===== config.mk =====
export PLATFORM = sky130hd
export DESIGN_NAME = adc_sample_packer
export DESIGN_NICKNAME = d
export VERILOG_FILES = /design/src/rtl/adc_sample_packer.sv
export SDC_FILE = /design/constraint.sdc
export NUM_CORES = 1
export LEC_CHECK = 0
export BUFFER_PORTS_ARGS = -buffer_cell sky130_fd_sc_hd__buf_2
export CAP_MARGIN = 20
export CORE_MARGIN = 2
export CORE_UTILIZATION = 40
export DETAILED_ROUTE_END_ITERATION = 8
export PLACE_DENSITY = 0.54
export SLEW_MARGIN = 20
export SYNTH_ARGS = -nofsm -noshare
export SYNTH_HDL_FRONTEND = slang
export SYNTH_SLANG_ARGS = --single-unit

===== constraint.sdc =====
create_clock -name clk -period 4.8 [get_ports clk]
set_clock_uncertainty 0.2 [all_clocks]
set_input_delay 0.96 -clock clk [delete_from_list [all_inputs] [get_ports clk]]
set_output_delay 0.96 -clock clk [all_outputs]
set_load 0.02 [all_outputs]

===== src/rtl/adc_sample_packer.sv =====
// adc_sample_packer: decimates the dual-channel ADC sample stream, groups kept
// samples into fixed-length packets and queues them in an output FIFO.
// Optional header word per packet when ADC_PACK_HEADER_EN is defined.
module adc_sample_packer #(
    parameter int unsigned PKT_LEN    = 256,
    parameter int unsigned FIFO_DEPTH = 16
) (
    input  logic        clk,
    input  logic        reset,
    input  logic        in_valid,
    input  logic [31:0] in_data,
    input  logic        enable,
    input  logic [7:0]  decim,
    input  logic        clr_stats,
    output logic        out_valid,
    output logic [31:0] out_data,
    output logic        out_last,
    input  logic        out_ready,
    output logic        overflow,
    output logic [15:0] drop_count
);

    localparam int unsigned AW = $clog2(FIFO_DEPTH);
    localparam int unsigned DW = 33;
    localparam int unsigned IW = 16;

    typedef enum logic [1:0] {IDLE, DATA, HDR} state_t;

    state_t          state, state_nxt;
    logic [7:0]      dcnt, decim_q;
    logic [IW-1:0]   idx, seq;
    logic [AW:0]     count, wr_ptr, rd_ptr;
    logic [DW-1:0]   mem [FIFO_DEPTH];
    logic            pend_vld;
    logic [DW-1:0]   pend_word;
    logic [DW-1:0]   head;

    logic            keep_c, full_c, pop_c, last_c;
    logic            wr_req, drop, idx_clr, idx_inc, seq_inc;
    logic [DW-1:0]   wr_word;

    assign keep_c = in_valid && (dcnt == 8'd0) && (state != IDLE);
    // Occupancy counts pending writes, so full is decided before any same-cycle pop.
    assign full_c = (count == (AW+1)'(FIFO_DEPTH));
    assign pop_c  = out_valid && out_ready;
    assign last_c = (idx == IW'(PKT_LEN - 1));

    assign head      = mem[rd_ptr[AW-1:0]];
    assign out_valid = (wr_ptr != rd_ptr);
    assign out_data  = out_valid ? head[31:0] : 32'd0;
    assign out_last  = out_valid & head[32];

    // Packet FSM state register
    always_ff @(posedge clk or posedge reset) begin
        if (reset) state <= IDLE;
        else       state <= state_nxt;
    end

    // Packet FSM next state and write/drop decisions
    always_comb begin
        state_nxt = state;
        wr_req    = 1'b0;
        wr_word   = '0;
        drop      = 1'b0;
        idx_clr   = 1'b0;
        idx_inc   = 1'b0;
        seq_inc   = 1'b0;
        case (state)
            IDLE: begin
                if (enable) begin
                    idx_clr = 1'b1;
`ifdef ADC_PACK_HEADER_EN
                    state_nxt = HDR;
`else
                    state_nxt = DATA;
`endif
                end
            end
`ifdef ADC_PACK_HEADER_EN
            HDR: begin
                if (!full_c) begin
                    wr_req    = 1'b1;
                    wr_word   = {1'b0, 16'hA55A, seq};
                    state_nxt = DATA;
                end
            end
`endif
            DATA: begin
                if (keep_c) begin
                    if (full_c) begin
                        drop = 1'b1;
                    end else begin
                        wr_req  = 1'b1;
                        wr_word = {last_c, in_data};
                        if (last_c) begin
                            state_nxt = IDLE;
                            seq_inc   = 1'b1;
                        end else begin
                            idx_inc = 1'b1;
                        end
                    end
                end
            end
            default: state_nxt = IDLE;
        endcase
    end

    // Decimation counter; new decim is picked up only at a wrap or while idle
    always_ff @(posedge clk or posedge reset) begin
        if (reset) begin
            dcnt    <= 8'd0;
            decim_q <= 8'd0;
        end else if (state == IDLE) begin
            dcnt    <= 8'd0;
            decim_q <= decim;
        end else if (in_valid) begin
            if (dcnt == decim_q) begin
                dcnt    <= 8'd0;
                decim_q <= decim;
            end else begin
                dcnt <= dcnt + 8'd1;
            end
        end
    end

    // Sample index within packet and packet sequence number
    always_ff @(posedge clk or posedge reset) begin
        if (reset) begin
            idx <= '0;
            seq <= '0;
        end else begin
            if (idx_clr)      idx <= '0;
            else if (idx_inc) idx <= idx + 16'd1;
            if (seq_inc)      seq <= seq + 16'd1;
        end
    end

    // Overflow statistics; a drop in the same cycle as a clear wins
    always_ff @(posedge clk or posedge reset) begin
        if (reset) begin
            overflow   <= 1'b0;
            drop_count <= 16'd0;
        end else if (drop) begin
            overflow   <= 1'b1;
            if (clr_stats)                  drop_count <= 16'd1;
            else if (drop_count != 16'hFFFF) drop_count <= drop_count + 16'd1;
        end else if (clr_stats) begin
            overflow   <= 1'b0;
            drop_count <= 16'd0;
        end
    end

    // FIFO control: write staged one cycle, occupancy reserved at decision time
    always_ff @(posedge clk or posedge reset) begin
        if (reset) begin
            count     <= '0;
            wr_ptr    <= '0;
            rd_ptr    <= '0;
            pend_vld  <= 1'b0;
            pend_word <= '0;
        end else begin
            pend_vld  <= wr_req;
            pend_word <= wr_word;
            if (pend_vld) wr_ptr <= wr_ptr + (AW+1)'(1);
            if (pop_c)    rd_ptr <= rd_ptr + (AW+1)'(1);
            if (wr_req && !pop_c)      count <= count + (AW+1)'(1);
            else if (!wr_req && pop_c) count <= count - (AW+1)'(1);
        end
    end

    // FIFO storage
    always_ff @(posedge clk) begin
        if (pend_vld) mem[wr_ptr[AW-1:0]] <= pend_word;
    end

endmodule


==> metrics.cfg <==
[status]
outcome = complete, no violations

[routing]
drc = 0
wirelength_um = 56600
postRouteAntennaNets = 0
wire_per_inst_um = 25.6
first_iter_violations = 1026
vias_per_cell = 5.55
drtPass1Iterations = 7
route.vias.total = 12200

[layout]
stdcell_count = 2207
fin_nets = 1424
drive_gt1_frac = 0.310
syn2layout_area_growth_pct = 15.8
n_antenna_cell = 0
n_fill_cell = 5144

[floorplan]
core_area_mm2 = 0.0614
rows = 91
dieArea_mm2 = 0.0637
die_w_um = 252
die_h_um = 252
io_pins = 97
start_util = 0.402

[logic_synthesis]
netlist.area_leader.share = 0.642
yosysSeqAreaShare = 0.743
synth_cells = 1225
avgSynthCellArea_um2 = 20.1
synth-async-reset-ratio = 0.158
synthTopCellsByCount = edfxtp_1 (528), mux4_2 (165), dfrtp_1 (99)
synth_cell_types = 51
ys_top_cells_by_area = edfxtp_1 (64%), mux4_2 (15%), dfrtp_1 (10%), and3_1 (0.99%), nor2b_1 (0.96%)
yosysMostFrequentCell = edfxtp_1
syn-num-nets = 1285
ys_ff_latch = 627
synth_edf_count = 528
netlist_area_mm2 = 0.0247
synth_ff_type = edfxtp_1
yosysTopAreaCell = edfxtp_1
yosysWarningCount = 0

[clock_network]
htreeDepth = 3
cts_tree = done
cts_made_buffers = 68
root_buffer = clkbuf_16
cts_hold_buf = 0
clk_pin_slew_ps = 60
cts_resized = 0
postCtsSetupBuffers = 0
insertion_delay_ps = 590
cts_max_path_buffers = 3
cts_num_sinks = 627

[sta]
clock.fmax_ghz = 0.242
relSlewSlack = 0.254
grt_setup_unrepaired = false
hold_violations = 0
finalSetupViolations = 0
tns_ps = 0
fin_crit_ps = 4130
drv_slew = 0
worstMarginPinSlew_ps = 1100
period_share = 0.861

[placement]
port_buffers = 96
place_inst = 2083
hpwl_um = 30500
finalWeightedCongestion = 0.754

[power_and_ir_drop]
comb_power_share = 0.223
p_leak_uw = 0.00932
intPower_uw = 10500
power_density_mw_per_mm2 = 510
p_sw_frac = 0.281
clockPowerShare = 0.349
pwr-share-seq = 0.428
switchingPower_uw = 4090
ir_drop_mv = 0.446

[worst_setup_path]
timing.reg2reg.setup_slack_ps = 1260
cp_max_fo = 54
cp-end-kind = primary output
required_ps = 3640
worst_ep_arrival_time_ps = 2970
setup.worst_path.class = reg2out
cp-start-kind = flip-flop

[global_route]
gr-total-overflow = 0
antenna_found_initial = 4
grt_usage = 0.182
grt_pass1_wl_um = 84400
grt_max_degree = 68
grt_pass1_vias = 12800

[job]
cap_violations = 0

[hold_path]
hold_class = in2async

## flip-flops by register name, indices dropped and copies added (netlist names)
name        flops
count           5
dcnt            8
decim_q         8
drop_count     16
idx            16
mem           528
overflow        1
pend_vld        1
pend_word      33
rd_ptr          5
state           1
wr_ptr          5
## metal layers
metal | vias to the layer above | GRT usage | routed length (um)
li1 | 5278 | - | -
met4 | 4 | 0.0462 | 1050
met2 | 302 | 0.293 | 27800
met3 | 78 | 0.0349 | 2660
met5 | - | 0 | 21
met1 | 6582 | 0.257 | 25000
## placed cells by master, fill, tap and decap left out, types with 4 or more instances in the layout
cell type / instances
clkinvlp_4: 4
nor2_1: 19
clkbuf_16: 70
buf_12: 4
nor2b_1: 38
mux2_2: 10
mux4_2: 165
and4_1: 4
and3_1: 39
or4_1: 5
nor3_2: 5
inv_6: 4
nand3_1: 27
buf_4: 35
nor3_1: 8
dfrtp_1: 95
bufinv_16: 4
clkbuf_1: 16
clkinv_1: 9
o41ai_1: 4
nor4_1: 14
a21oi_1: 9
o21ai_0: 18
xnor2_1: 21
buf_2: 96
clkinv_2: 10
edfxtp_1: 528
inv_1: 10
nand2_1: 31
clkbuf_8: 4
nor2_4: 12
ha_1: 13
o31ai_1: 4
nand2b_1: 7
nand4_1: 9
xor2_1: 22
## through the flow
step	power, uW	cell area (um2)	worst slack [ps]	util	hold WS [ps]
after detailed placement	9690	26400	971	0.430	275
after floorplan	8660	24700	1050	-	239
after global routing	15200	28600	500	0.466	262
after CTS	14800	28500	585	0.465	240
after global placement	9680	26400	982	0.430	270
final	14600	28600	668	0.466	253
## critical path, cell delays in order (launching register included)
cell     delay [ps]
dfrtp_4         500
buf_12          370
mux4_2          570
mux4_2          470
nor2b_1         180
buf_2           210
## cell type report
class,instances,area [um2],share of cell area
clock inverter,33,305,0.0107
multi-input combinational,520,6170,0.216
tap,790,988,0.0346
sequential,627,18300,0.642
timing repair buffer,136,851,0.0298
inverter,11,43.8,0.00153
clock buffer,90,1870,0.0653
## power by group through the flow
| stage | registers [uW] | clock network (uW) | logic [uW] |
|---|---|---|---|
| 2_1_floorplan | 6170 | 0 | 2490 |
| 3_3_place_gp | 6350 | 0 | 3330 |
| 3_5_place_dp | 6350 | 0 | 3330 |
| 4_1_cts | 6240 | 5210 | 3340 |
| 5_1_grt | 6270 | 5410 | 3510 |
| 6_report | 6230 | 5090 | 3240 |
## logic make-up (layout without fill, tap and decap cells)
logic type / count (synthesis) / in the layout / synth area share
DFF: 627 / 627 / 0.743
and+or+nand+nor: 232 / 232 / 0.0520
muxes: 176 / 176 / 0.156
buffers and inverters: 78 / 270 / 0.0123
AOI/OAI and AO/OA: 55 / 55 / 0.0148
xor gates and xnor gates: 43 / 43 / 0.0153
adders and majority gates: 14 / 14 / 0.00740
## final timing paths
kind                                 from       endpoint  cells past startpoint
worst max-delay path            rd_ptr[0]   out_data[16]                      5
worst min-delay path                reset  pend_word[27]                      2
worst max register to register    dcnt[3]       count[4]                     11
worst min register to register  wr_ptr[4]      wr_ptr[4]                      1
max in group asynchronous           reset   pend_word[4]                      3
min in group clk                wr_ptr[4]      wr_ptr[4]                      1
(Power assumes the default switching activity.)
